$ cat src/rtl/alu_issue_if.sv
// -----------------------------------------------------------------------------
// alu_issue_if
// Bundle of the decode-side and EX-side signals of the ALU issue stage.
//   Decode side : valid_i, ready_o, ALUOp_i, funct_i, ALUSrc_i, data1_i,
//                 data2_i, imm_i, flush_i
//   EX side     : valid_o, ex_ready_i, ALUCtrl_o, data1_o, data2_o,
//                 busy_o, illegal_o
// Modports:
//   slave  - the issue stage itself (alu_issue)
//   master - whoever drives the stage (decode/EX pair, or a testbench)
// -----------------------------------------------------------------------------
interface alu_issue_if;
    logic        valid_i;
    logic        ready_o;
    logic [1:0]  ALUOp_i;
    logic [9:0]  funct_i;
    logic        ALUSrc_i;
    logic [31:0] data1_i;
    logic [31:0] data2_i;
    logic [31:0] imm_i;
    logic        flush_i;
    logic        valid_o;
    logic        ex_ready_i;
    logic [2:0]  ALUCtrl_o;
    logic [31:0] data1_o;
    logic [31:0] data2_o;
    logic        busy_o;
    logic        illegal_o;

    modport slave (
        input  valid_i, ALUOp_i, funct_i, ALUSrc_i, data1_i, data2_i, imm_i,
               flush_i, ex_ready_i,
        output ready_o, valid_o, ALUCtrl_o, data1_o, data2_o, busy_o, illegal_o
    );

    modport master (
        output valid_i, ALUOp_i, funct_i, ALUSrc_i, data1_i, data2_i, imm_i,
               flush_i, ex_ready_i,
        input  ready_o, valid_o, ALUCtrl_o, data1_o, data2_o, busy_o, illegal_o
    );
endinterface

$ cat src/rtl/alu_issue.sv
// -----------------------------------------------------------------------------
// alu_issue
// ID/EX issue stage in front of the ALU. Accepts a decoded operation, derives
// the 3-bit ALU control code from ALUOp/funct, selects the second operand
// (register or immediate) and holds everything in a stage register with
// valid/ready handshakes towards decode and EX. Multiplies are held for
// MUL_LAT settle cycles before being presented, giving the ALU's slow
// combinational multiplier time to resolve.
//
// Optional feature macro: ALU_MUL_EN
//   defined   - multiply decode (funct 0000001_000 -> 011), SETTLE state and
//               settle counter are built.
//   undefined - multiply funct decodes as unknown R-type (add + illegal pulse),
//               no SETTLE state, busy tied low, MUL_LAT has no effect.
//
// Ports:
//   clk_i  - clock, all state on rising edge
//   rst_i  - asynchronous active-high reset
//   bus    - alu_issue_if.slave (decode-side and EX-side handshake/data)
// Parameters:
//   MUL_LAT - settle cycles of a multiply in the stage (1..15)
// -----------------------------------------------------------------------------
module alu_issue #(
    parameter int MUL_LAT = 3
) (
    input  logic        clk_i,
    input  logic        rst_i,
    alu_issue_if.slave  bus
);

    localparam logic [2:0] CTRL_AND = 3'b000;
    localparam logic [2:0] CTRL_OR  = 3'b001;
    localparam logic [2:0] CTRL_ADD = 3'b010;
    localparam logic [2:0] CTRL_SUB = 3'b110;

    // {funct7, funct3}
    localparam logic [9:0] FUNCT_ADD = 10'b0000000_000;
    localparam logic [9:0] FUNCT_SUB = 10'b0100000_000;
    localparam logic [9:0] FUNCT_OR  = 10'b0000000_110;
    localparam logic [9:0] FUNCT_AND = 10'b0000000_111;

    if (MUL_LAT < 1 || MUL_LAT > 15) begin : g_mul_lat_range
        $error("alu_issue: MUL_LAT must be within 1..15");
    end

`ifdef ALU_MUL_EN
    localparam logic [2:0] CTRL_MUL  = 3'b011;
    localparam logic [9:0] FUNCT_MUL = 10'b0000001_000;
    localparam logic [3:0] MUL_LOAD  = 4'(MUL_LAT - 1);

    typedef enum logic [1:0] {
        EMPTY  = 2'd0,
        SETTLE = 2'd1,
        FULL   = 2'd2
    } state_t;
`else
    typedef enum logic [1:0] {
        EMPTY  = 2'd0,
        FULL   = 2'd2
    } state_t;
`endif

    state_t      state_q;
    state_t      state_d;
    state_t      op_state;

    logic [2:0]  dec_ctrl;
    logic        dec_illegal;
`ifdef ALU_MUL_EN
    logic        dec_mul;
    logic [3:0]  cnt_q;
`endif

    logic        ready;
    logic        accept;

    logic [2:0]  ctrl_q;
    logic [31:0] data1_q;
    logic [31:0] data2_q;
    logic        illegal_q;

    // -------------------------------------------------------------------------
    // ALU control decode
    // -------------------------------------------------------------------------
    // NOTE: every signal written here gets a default first so no path leaves
    // it unassigned; otherwise synthesis infers a latch.
    always_comb begin
        dec_ctrl    = CTRL_ADD;
        dec_illegal = 1'b0;
`ifdef ALU_MUL_EN
        dec_mul     = 1'b0;
`endif
        case (bus.ALUOp_i)
            2'b01: dec_ctrl = CTRL_SUB;
            2'b10: begin
                case (bus.funct_i)
                    FUNCT_ADD: dec_ctrl = CTRL_ADD;
                    FUNCT_SUB: dec_ctrl = CTRL_SUB;
                    FUNCT_OR:  dec_ctrl = CTRL_OR;
                    FUNCT_AND: dec_ctrl = CTRL_AND;
`ifdef ALU_MUL_EN
                    FUNCT_MUL: begin
                        dec_ctrl = CTRL_MUL;
                        dec_mul  = 1'b1;
                    end
`endif
                    // Unknown R-type: fall back to add and flag it.
                    default: begin
                        dec_ctrl    = CTRL_ADD;
                        dec_illegal = 1'b1;
                    end
                endcase
            end
            default: dec_ctrl = CTRL_ADD;   // load/store and I-type arithmetic
        endcase
    end

    // -------------------------------------------------------------------------
    // Handshake
    // -------------------------------------------------------------------------
    // A FULL stage can take a new op in the same cycle EX drains the old one.
    assign ready  = !bus.flush_i &&
                    ((state_q == EMPTY) || ((state_q == FULL) && bus.ex_ready_i));
    assign accept = bus.valid_i && ready;

    // -------------------------------------------------------------------------
    // State machine
    // -------------------------------------------------------------------------
`ifdef ALU_MUL_EN
    assign op_state = dec_mul ? SETTLE : FULL;
`else
    assign op_state = FULL;
`endif

    always_comb begin
        state_d = state_q;
        case (state_q)
            EMPTY: begin
                if (accept) state_d = op_state;
            end
`ifdef ALU_MUL_EN
            SETTLE: begin
                if (cnt_q == 4'd0) state_d = FULL;
            end
`endif
            FULL: begin
                if (bus.ex_ready_i) state_d = accept ? op_state : EMPTY;
            end
            default: state_d = EMPTY;
        endcase
        if (bus.flush_i) state_d = EMPTY;
    end

    // NOTE: sequential state is updated with non-blocking assignments so every
    // register samples the pre-edge values regardless of block ordering.
    always_ff @(posedge clk_i or posedge rst_i) begin
        if (rst_i) state_q <= EMPTY;
        else       state_q <= state_d;
    end

`ifdef ALU_MUL_EN
    // Loaded with MUL_LAT-1 on accept so the op spends exactly MUL_LAT cycles
    // in SETTLE (the cycle seeing zero is the last one).
    always_ff @(posedge clk_i or posedge rst_i) begin
        if (rst_i) begin
            cnt_q <= 4'd0;
        end else if (bus.flush_i) begin
            cnt_q <= 4'd0;
        end else if (accept && dec_mul) begin
            cnt_q <= MUL_LOAD;
        end else if ((state_q == SETTLE) && (cnt_q != 4'd0)) begin
            cnt_q <= cnt_q - 4'd1;
        end
    end
`endif

    // -------------------------------------------------------------------------
    // Stage register: only loads on accept, so contents hold during EX stall.
    // -------------------------------------------------------------------------
    always_ff @(posedge clk_i or posedge rst_i) begin
        if (rst_i) begin
            ctrl_q  <= CTRL_ADD;
            data1_q <= 32'd0;
            data2_q <= 32'd0;
        end else if (accept) begin
            ctrl_q  <= dec_ctrl;
            data1_q <= bus.data1_i;
            data2_q <= bus.ALUSrc_i ? bus.imm_i : bus.data2_i;
        end
    end

    // accept already excludes flush, so a flushed op never raises illegal.
    always_ff @(posedge clk_i or posedge rst_i) begin
        if (rst_i) illegal_q <= 1'b0;
        else       illegal_q <= accept && dec_illegal;
    end

    // -------------------------------------------------------------------------
    // Outputs
    // -------------------------------------------------------------------------
    assign bus.ready_o   = ready;
    assign bus.valid_o   = (state_q == FULL);
    assign bus.ALUCtrl_o = ctrl_q;
    assign bus.data1_o   = data1_q;
    assign bus.data2_o   = data2_q;
    assign bus.illegal_o = illegal_q;
`ifdef ALU_MUL_EN
    assign bus.busy_o    = (state_q == SETTLE);
`else
    assign bus.busy_o    = 1'b0;
`endif

endmodule

$ cat src/flat_wrapper.sv
// flat-port wrapper written by rule: the top's interface ports become plain ports
module alu_issue_flat 
#(
    parameter int MUL_LAT = 3
)
  (clk_i, rst_i, bus_valid_i, bus_ALUOp_i, bus_funct_i, bus_ALUSrc_i, bus_data1_i, bus_data2_i, bus_imm_i, bus_flush_i, bus_ex_ready_i, bus_ready_o, bus_valid_o, bus_ALUCtrl_o, bus_data1_o, bus_data2_o, bus_busy_o, bus_illegal_o);
  alu_issue_if bus_i ();
  input  logic clk_i;
  input  logic rst_i;
  input wire logic [$bits(bus_i.valid_i)-1:0] bus_valid_i;
  input wire logic [$bits(bus_i.ALUOp_i)-1:0] bus_ALUOp_i;
  input wire logic [$bits(bus_i.funct_i)-1:0] bus_funct_i;
  input wire logic [$bits(bus_i.ALUSrc_i)-1:0] bus_ALUSrc_i;
  input wire logic [$bits(bus_i.data1_i)-1:0] bus_data1_i;
  input wire logic [$bits(bus_i.data2_i)-1:0] bus_data2_i;
  input wire logic [$bits(bus_i.imm_i)-1:0] bus_imm_i;
  input wire logic [$bits(bus_i.flush_i)-1:0] bus_flush_i;
  input wire logic [$bits(bus_i.ex_ready_i)-1:0] bus_ex_ready_i;
  output wire logic [$bits(bus_i.ready_o)-1:0] bus_ready_o;
  output wire logic [$bits(bus_i.valid_o)-1:0] bus_valid_o;
  output wire logic [$bits(bus_i.ALUCtrl_o)-1:0] bus_ALUCtrl_o;
  output wire logic [$bits(bus_i.data1_o)-1:0] bus_data1_o;
  output wire logic [$bits(bus_i.data2_o)-1:0] bus_data2_o;
  output wire logic [$bits(bus_i.busy_o)-1:0] bus_busy_o;
  output wire logic [$bits(bus_i.illegal_o)-1:0] bus_illegal_o;
  assign bus_i.valid_i = bus_valid_i;
  assign bus_i.ALUOp_i = bus_ALUOp_i;
  assign bus_i.funct_i = bus_funct_i;
  assign bus_i.ALUSrc_i = bus_ALUSrc_i;
  assign bus_i.data1_i = bus_data1_i;
  assign bus_i.data2_i = bus_data2_i;
  assign bus_i.imm_i = bus_imm_i;
  assign bus_i.flush_i = bus_flush_i;
  assign bus_i.ex_ready_i = bus_ex_ready_i;
  assign bus_ready_o = bus_i.ready_o;
  assign bus_valid_o = bus_i.valid_o;
  assign bus_ALUCtrl_o = bus_i.ALUCtrl_o;
  assign bus_data1_o = bus_i.data1_o;
  assign bus_data2_o = bus_i.data2_o;
  assign bus_busy_o = bus_i.busy_o;
  assign bus_illegal_o = bus_i.illegal_o;
  alu_issue #(.MUL_LAT(MUL_LAT)) u_core (.clk_i(clk_i), .rst_i(rst_i), .bus(bus_i));
endmodule
$ cat config.mk
export PLATFORM = sky130hd
export DESIGN_NAME = alu_issue_flat
export DESIGN_NICKNAME = d
export VERILOG_FILES = /design/src/rtl/alu_issue_if.sv /design/src/rtl/alu_issue.sv /design/src/flat_wrapper.sv
export SDC_FILE = /design/constraint.sdc
export NUM_CORES = 1
export LEC_CHECK = 0
export CORE_MARGIN = 1
export CORE_UTILIZATION = 38
export DETAILED_ROUTE_END_ITERATION = 8
export PLACE_DENSITY = 0.79
export SLEW_MARGIN = 20
export SYNTH_ARGS = -nofsm -noshare
export SYNTH_HDL_FRONTEND = slang
export SYNTH_SLANG_ARGS = --single-unit
export TNS_END_PERCENT = 1
$ cat constraint.sdc
create_clock -name clk_i -period 2.2 [get_ports clk_i]
set_clock_uncertainty 0.05 [all_clocks]
set_input_delay 0.22 -clock clk_i [delete_from_list [all_inputs] [get_ports clk_i]]
set_output_delay 0.22 -clock clk_i [all_outputs]
set_load 0.02 [all_outputs]
==> results of run 1 <==
flip-flops by register name, summed over array words and instances, names as in the netlist:
register              flops
u_core.bus.data1_o       32
u_core.bus.ALUCtrl_o      3
u_core.state_q            1
u_core.bus.data2_o       32
u_core.bus.illegal_o      1
per-layer routing:
layer,vias up,track usage
met3,14,0.0534
met5,-,0
met4,0,0.0667
li1,1200,-
met2,100,0.328
met1,1131,0.210
placed cells by master (no fill, tap or decap), types with 2 or more instances in the layout:
cell             count
mux2i_1             32
clkbuf_8            10
nand2_1              2
a21oi_1             33
clkdlybuf4s50_1    182
mux2_4              18
mux2_2              14
buf_4                3
nor2_1              37
inv_1                2
bufinv_16            4
buf_12               2
ha_1                 2
dfrtp_1             68
final timing paths:
check	startpoint	endpoint	slack, ns	cells after the start
setup / recovery	u_core.state_q[1]$_DFFE_PP0P_	bus_ready_o	0.32	3
hold / removal	rst_i	u_core.bus.data1_o[8]$_DFFE_PP0P_	0.22	3
setup reg to reg	u_core.state_q[1]$_DFFE_PP0P_	u_core.bus.data1_o[31]$_DFFE_PP0P_	0.54	4
hold reg to reg	u_core.bus.ALUCtrl_o[1]$_DFFE_PP1P_	u_core.bus.ALUCtrl_o[1]$_DFFE_PP1P_	0.45	2
max in group asynchronous	rst_i	u_core.bus.ALUCtrl_o[1]$_DFFE_PP1P_	1.40	3
min in group clk_i	u_core.bus.ALUCtrl_o[1]$_DFFE_PP1P_	u_core.bus.ALUCtrl_o[1]$_DFFE_PP1P_	0.45	2
tightest hold or removal path: stages:
cell	delay (ns)
clkdlybuf4s50_1	0.42
inv_2	0.06
buf_4	0.31
cell type report:
cell class / instances / area share
Clock buffer: 10 / 0.0262
Clock inverter: 6 / 0.0255
Inverter: 3 / 0.00215
Multi-Input combinational cell: 153 / 0.232
Sequential cell: 69 / 0.330
Tap cell: 102 / 0.0243
Timing Repair Buffer: 188 / 0.360
report_power, final:
group | internal, W | total (W) | switching [W]
registers | 0.00147 | 0.00158 | 0.000108
logic | 0.000722 | 0.00128 | 0.000561
clock network | 0.000899 | 0.00136 | 0.000458
cell usage after synthesis, types with 2 or more instances:
master,n
a21oi_1,33
buf_12,2
buf_2,4
buf_4,2
buf_6,7
dfrtp_1,68
ha_1,2
inv_1,3
mux2_2,14
mux2_4,18
mux2i_1,32
nand2_1,2
nor2_1,37
cell families after synthesis:
logic type      count (synthesis)  synth area share
compound gates                 37            0.0649
buf+inv                        19            0.0577
mux                            64             0.239
flops                          69             0.553
fa+ha+maj                       2           0.00801
other cells                     1           0.00120
simple gates                   49            0.0757
metrics by stage:
stage / total power, W / setup WS [ns] / instances / utilization / hold slack [ns]
after global routing: 0.00442 / 0.234 / 531 / 0.668 / 0.266
after global placement: 0.00287 / 0.313 / 515 / 0.634 / 0.428
after floorplan: 0.00221 / 0.192 / 241 / - / 0.236
after detailed placement: 0.00290 / 0.272 / 515 / 0.634 / 0.438
after CTS: 0.00427 / 0.295 / 531 / 0.668 / 0.227
final: 0.00422 / 0.325 / 531 / 0.668 / 0.224
==> impl_metrics.toml, run 1 <==
[run_status]
run_status = "finished, final reports clean"

[placement]
hpwl_mm = 5.87
place_area_sq_um = 4970
place.port_buffers = 183
gp_congestion = 0.730

[critical_path]
crit_required_ns = 1.93
path_delay_family = "buffers and inverters"
critPathArrivalTime_ns = 1.61
slowest_delay_ns = 0.62
worstSetupEndpointType = "output port"
critical_path.slowest_cell = "clkdlybuf4s50_1"
crit_fanout = 3
path_cells = "nor2b_4 -> nor2_1 -> clkdlybuf4s50_1"
crit_buf_inv = 1
crit_path_start_kind = "register"
criticalPathCategory = "reg -> out"

[synthesis]
synth-async-reset-ratio = 1.00
ys.flop_type = "dfrtp_1"
syn_inst = 241
synth_top_cell_by_area = "dfrtp_1"
seq_area_frac_synth = 0.553
ys_ff_latch = 69
postSynthAreaPerCell_sq_um = 13.0
synth-warning-count = 0
synth-edff-count = 0
syn_area_sq_um = 3120
postSynthNetCount = 357
ys_types = 30
synth.area.top_cells = "dfrtp_1, mux2i_1, mux2_4"
yosysTopAreaCellShare = 0.545

[die]
fp-row-count = 32
initial_core_util = 0.398
dieArea_sq_um = 8590
die_w_um = 92.7
coreArea_sq_um = 7850
die_h_um = 92.7
pin_count = 185

[final_layout]
final_area_sq_um = 5240
multiInputGateArea_sq_um = 1220
area_growth_pct = 67.8
nNetsFinal = 540
drive_above_1_share = 0.142
antenna_cells = 0
seqCellArea_sq_um = 1730
n_fill_cell = 630

[drt]
drt-met1-wl_mm = 3.01
top_layer = "met4"
antenna_left = 0
drt-total-wl_mm = 7.60
via_per_inst = 4.60
avgRoutedWirePerCell_um = 14.3
drc = 0
wl_met2_mm = 3.81
wl_met3_um = 626
vias = 2445
drt-pass1-iter-count = 4
drt_iter0_drc = 41

[global_route]
grt_pass1_vias = 2619
grt_pass1_wl_mm = 12.4
grt_max_degree = 60
antenna_found_initial = 0
gr-usage-all-layers = 0.185
grt.overflow.total = 0

[timing]
min_period_ns = 1.88
slew_headroom = 0.640
worst_pin_slew_ns = 0.539
drv_slew = 0
finalSetupViolCount = 0
hold_viol = 0
min_period_over_period = 0.852
rsz0062_at_grt = "no"
fmax_ghz = 0.533
finalSetupTns_ns = 0

[clocking]
clock_latency_ns = 0.32
tritoncts = "done"
postCtsSetupBuffers = 0
ctsHoldBuffers = 0
cts.repair.resized = 0
clockBufferDepth = 2
clkTransAtPathRegs_ns = 0.07
clock-sinks = 69
h-tree-depth = 3
cts_buffers = 9
cts-root-buf = "clkbuf_8"

[pwr]
power.static_leakage_nw = 2.23
power_density_nw_per_um2 = 805
vdd_ir_drop_max_mv = 0.400

[min_path]
hp-class = "in -> async"

[job]
drv_cap = 0
Note: power is estimated with default switching activity, not from simulation.
==> inputs of run 2 (changes only) <==
CAP_MARGIN = 10   (was not set)
PLACE_DENSITY = 0.81   (was 0.79)
==> impl_metrics.toml, run 2 (synthesis results as in run 1) <==
[timing]
hold_viol = 0
min_period_ns = 1.85
hold_ws_ns = 0.253
finalSetupViolCount = 0
min_period_over_period = 0.842
rsz0062_at_grt = "no"
finalSetupTns_ns = 0
drv_slew = 0
fmax_ghz = 0.540

[global_route]
grt_max_degree = 53
gr-usage-all-layers = 0.177
grt_pass1_wl_mm = 11.7
met1_usage = 0.196
use_met2 = 0.316
gr-max-usage-layer = "met2"
gr-usage-met3 = 0.0599
antenna_found_initial = 0
grt_pass1_vias = 2460
grt.overflow.total = 0

[critical_path]
critPathArrivalTime_ns = 1.58
critical_path.slowest_cell = "clkdlybuf4s50_1"
path_cells = "nor2b_4 -> nor2_1 -> clkdlybuf4s50_1"
r2r_start = "u_core.state_q[1]$_DFFE_PP0P_"
worstSetupEndpointType = "output port"
crit_path_start_kind = "register"
cp-startpoint = "u_core.state_q[1]$_DFFE_PP0P_"
crit_required_ns = 1.93
criticalPathCategory = "reg -> out"
crit_fanout = 3
slowest_delay_ns = 0.62

[pwr]
p_clk_frac = 0.244
power.static_leakage_nw = 2.19
sw_frac_of_total = 0.289
power_density_nw_per_um2 = 734
vdd_ir_drop_max_mv = 0.413
p_switching_w = 0.00110
pwr-share-seq = 0.418
p_int_w = 0.00269
p_comb_frac = 0.339

[die]
pin_count = 185
die_w_um = 92.7
dieArea_sq_um = 8590
fp-row-count = 32
die_h_um = 92.7
coreArea_sq_um = 7850
initial_core_util = 0.398

[drt]
drt-pass1-iter-count = 4
drt_iter0_drc = 52
via_per_inst = 4.65
drc = 0
antenna_left = 0
vias = 2463
avgRoutedWirePerCell_um = 14.7
drt-total-wl_mm = 7.79

[placement]
place.port_buffers = 183
gp_congestion = 0.733
dp_cells = 515
hpwl_mm = 6.10

[clocking]
cts.repair.resized = 0
cts_buffers = 9
cts-root-buf = "clkbuf_8"
h-tree-depth = 3
clkTransAtPathRegs_ns = 0.07
postCtsSetupBuffers = 0
clock-sinks = 69
clock_latency_ns = 0.32
tritoncts = "done"
clockBufferDepth = 2
ctsHoldBuffers = 0

[final_layout]
drive_above_1_share = 0.136
antenna_cells = 0
area_growth_pct = 65.2
n_fill_cell = 632
final_cells = 530
final_common_cell = "clkdlybuf4s50_1"
nNetsFinal = 540
final_cell_mix = "clkdlybuf4s50_1, dfrtp_1, nor2_1"

[min_path]
hp-class = "in -> async"

[job]
drv_cap = 0

[run_status]
run_status = "finished, final reports clean"
==> run 2: cell types whose count changed in the layout (fill, tap and decap cells not counted), sizes merged <==
cell and change:
clkbuf +4, bufinv -4, clkinv -1
==> run 2: path summary, 6_finish.rpt <==
check,cells after the start,endpoint,slack (ns)
setup / recovery,3,bus_ready_o,0.35
hold / removal,3,u_core.bus.data1_o[3]$_DFFE_PP0P_,0.25
setup reg to reg,4,u_core.bus.data1_o[0]$_DFFE_PP0P_,0.56
hold reg to reg,1,u_core.bus.data1_o[12]$_DFFE_PP0P_,0.46
max in group asynchronous,3,u_core.bus.ALUCtrl_o[1]$_DFFE_PP1P_,1.51
min in group clk_i,3,u_core.bus.data2_o[1]$_DFFE_PP0P_,0.43
==> run 2: final cells by class <==
type,instances,area [sq um],share of cell area
sequential,69,1730,0.335
timing repair buffer,188,1900,0.368
clock buffer,14,173,0.0334
inverter,3,11.3,0.00218
clock inverter,1,5.00,0.000969
multi-input combinational,153,1220,0.236
tap,102,128,0.0247
==> run 2: layer usage <==
layer | part of all wire | vias to the layer above
li1 | - | 1197
met1 | 0.38 | 1157
met2 | 0.52 | 103
met3 | 0.097 | 6
met4 | 0.0072 | 0
met5 | 0 | -
==> run 2: power by group through the flow <==
stage               sequential (W)  clock, W  combinational (W)
floorplan                  0.00185         0           0.000356
global placement           0.00160         0            0.00127
detailed placement         0.00160         0            0.00130
CTS                        0.00159  0.000958            0.00130
global route               0.00161   0.00101            0.00136
finish                     0.00158  0.000924            0.00128
==> run 2: critical path, delay by kind of cell, from the launching register on <==
family,cells,cell delay [ns]
and+or+nand+nor,2,0.27
buffers and inverters,1,0.62
DFF,1,0.38
==> run 2: through the flow <==
| step | cell area [sq um] | worst slack [ns] | utilization | power, W |
|---|---|---|---|---|
| finish | 5160 | 0.347 | 0.658 | 0.00379 |
| global route | 5160 | 0.274 | 0.658 | 0.00397 |
| CTS | 5160 | 0.327 | 0.658 | 0.00384 |
| detailed placement | 4980 | 0.276 | 0.635 | 0.00290 |
| global placement | 4980 | 0.300 | 0.635 | 0.00287 |
| floorplan | 3120 | 0.192 | - | 0.00221 |
==> inputs of run 3 (changes only) <==
clock period = 1.8 ns   (was 2.2 ns; I/O delays follow)
==> impl_metrics.toml, run 3 (synthesis results as in run 1) <==
[critical_path]
crit_path_start_kind = "register"
crit_required_ns = 1.57
worstSetupEndpointType = "output port"
critPathArrivalTime_ns = 1.48
slowest_delay_ns = 0.63
r2r_slack_ns = 0.25
path_delay_family = "buffers and inverters"
criticalPathCategory = "reg -> out"
critical_path.slowest_cell = "clkdlybuf4s50_1"
crit_fanout = 2
crit_buf_inv = 1
path_cells = "clkdlybuf4s50_1"

[clocking]
postCtsSetupBuffers = 0
tritoncts = "done"
clock-sinks = 69
h-tree-depth = 3
ctsHoldBuffers = 0
cts_buffers = 9
clock_latency_ns = 0.32
clockBufferDepth = 2
clkTransAtPathRegs_ns = 0.07
cts-root-buf = "clkbuf_8"

[final_layout]
final_area_sq_um = 5220
final_cells = 532
antenna_cells = 0
final_common_cell = "clkdlybuf4s50_1"
drive_above_1_share = 0.137
nNetsFinal = 542
area_growth_pct = 67.1
final_cell_mix = "clkdlybuf4s50_1, dfrtp_1, nor2_1"

[pwr]
power_w = 0.00475
power.static_leakage_nw = 2.21
vdd_ir_drop_max_mv = 0.459
power_density_nw_per_um2 = 911

[placement]
place_ws_ns = 0.00706
gp_congestion = 0.737
hpwl_mm = 6.22
dp_cells = 517
place.port_buffers = 183
place_area_sq_um = 5030

[global_route]
grt.overflow.total = 0
gr-usage-all-layers = 0.184
grt_pass1_wl_mm = 12.2
grt_pass1_vias = 2582
antenna_found_initial = 0
grt_max_degree = 41

[drt]
drt-total-wl_mm = 7.97
drt-pass1-iter-count = 4
avgRoutedWirePerCell_um = 15.0
via_per_inst = 4.79
vias = 2550
antenna_left = 0
drc = 0
drt_iter0_drc = 44

[timing]
min_period_ns = 1.71
finalSetupViolCount = 0
rsz0062_at_grt = "no"
finalSetupTns_ns = 0
fmax_ghz = 0.583
min_period_over_period = 0.952
layout_setup_ws_ns = 0.0862
hold_viol = 0
drv_slew = 0

[die]
die_h_um = 92.7
coreArea_sq_um = 7850
fp-row-count = 32
initial_core_util = 0.398
dieArea_sq_um = 8590
pin_count = 185
die_w_um = 92.7

[job]
drv_cap = 0

[min_path]
hp-class = "in -> async"

[run_status]
run_status = "finished, final reports clean"
run 3: cell types whose count changed in the layout (fill, tap and decap cells not counted), sizes merged:
cell           change
clkdlybuf4s50      -1
clkinvlp           +1
buf                +2
clkinv             -1
dlygate4sd2        +1
inv                -1
bufinv             +1
run 3: cell type report:
cell class	instances	area, sq um
fillers	626	2630
repair buffers	190	1940
flip-flops and latches	69	1730
multi-input cells	153	1220
clock buffers	14	163
well taps	102	128
clock inverters	1	30.0
inverters	3	15.0
run 3: worst reg2reg max path: stages, from the launching register on:
cell and delay [ns]:
dfrtp_1 0.38, nor2b_4 0.14, nor3b_4 0.23, buf_4 0.25, buf_12 0.22, nor2_1 0.07, a21oi_1 0.13
run 3: where the power goes:
| group | total (W) | switching [W] | internal, W |
|---|---|---|---|
| Clock | 0.00123 | 0.000523 | 0.000711 |
| Sequential | 0.00194 | 0.000140 | 0.00180 |
| Combinational | 0.00158 | 0.000683 | 0.000894 |
| Total | 0.00475 | 0.00135 | 0.00341 |
run 3: what timing repair did:
action / CTS / global route
endpoints found under the setup margin: 1 / 0
gates resized for setup: 1 / 0
endpoints found under the hold margin: 0 / 0
run 3: worst paths after layout:
check                                                         start                                   to  cells after the start
worst max-delay path            u_core.bus.ALUCtrl_o[1]$_DFFE_PP1P_                     bus_ALUCtrl_o[1]                      1
worst min-delay path                                          rst_i   u_core.bus.data1_o[31]$_DFFE_PP0P_                      2
worst max register to register        u_core.state_q[1]$_DFFE_PP0P_    u_core.bus.data2_o[1]$_DFFE_PP0P_                      6
worst min register to register  u_core.bus.ALUCtrl_o[2]$_DFFE_PP0P_  u_core.bus.ALUCtrl_o[2]$_DFFE_PP0P_                      2
max in group asynchronous                                     rst_i   u_core.bus.data2_o[29]$_DFFE_PP0P_                      3
min in group clk_i                                     bus_ALUSrc_i    u_core.bus.data2_o[2]$_DFFE_PP0P_                      4
run 3: routing by layer:
layer	vias to the layer above	part of all wire	GRT usage	routed length, um
met3	10	0.096	0.0657	763
met4	0	0.012	0.0615	98
met1	1219	0.37	0.197	2940
met2	116	0.52	0.335	4170
li1	1205	-	-	-
met5	-	0	0	0
run 3: per-stage QoR:
| step | utilization | hold slack (ns) |
|---|---|---|
| 6_report | 0.665 | 0.157 |
| 5_1_grt | 0.665 | 0.188 |
| 4_1_cts | 0.665 | 0.165 |
| 3_5_place_dp | 0.641 | 0.441 |
| 3_3_place_gp | 0.641 | 0.429 |
| 2_1_floorplan | - | 0.196 |
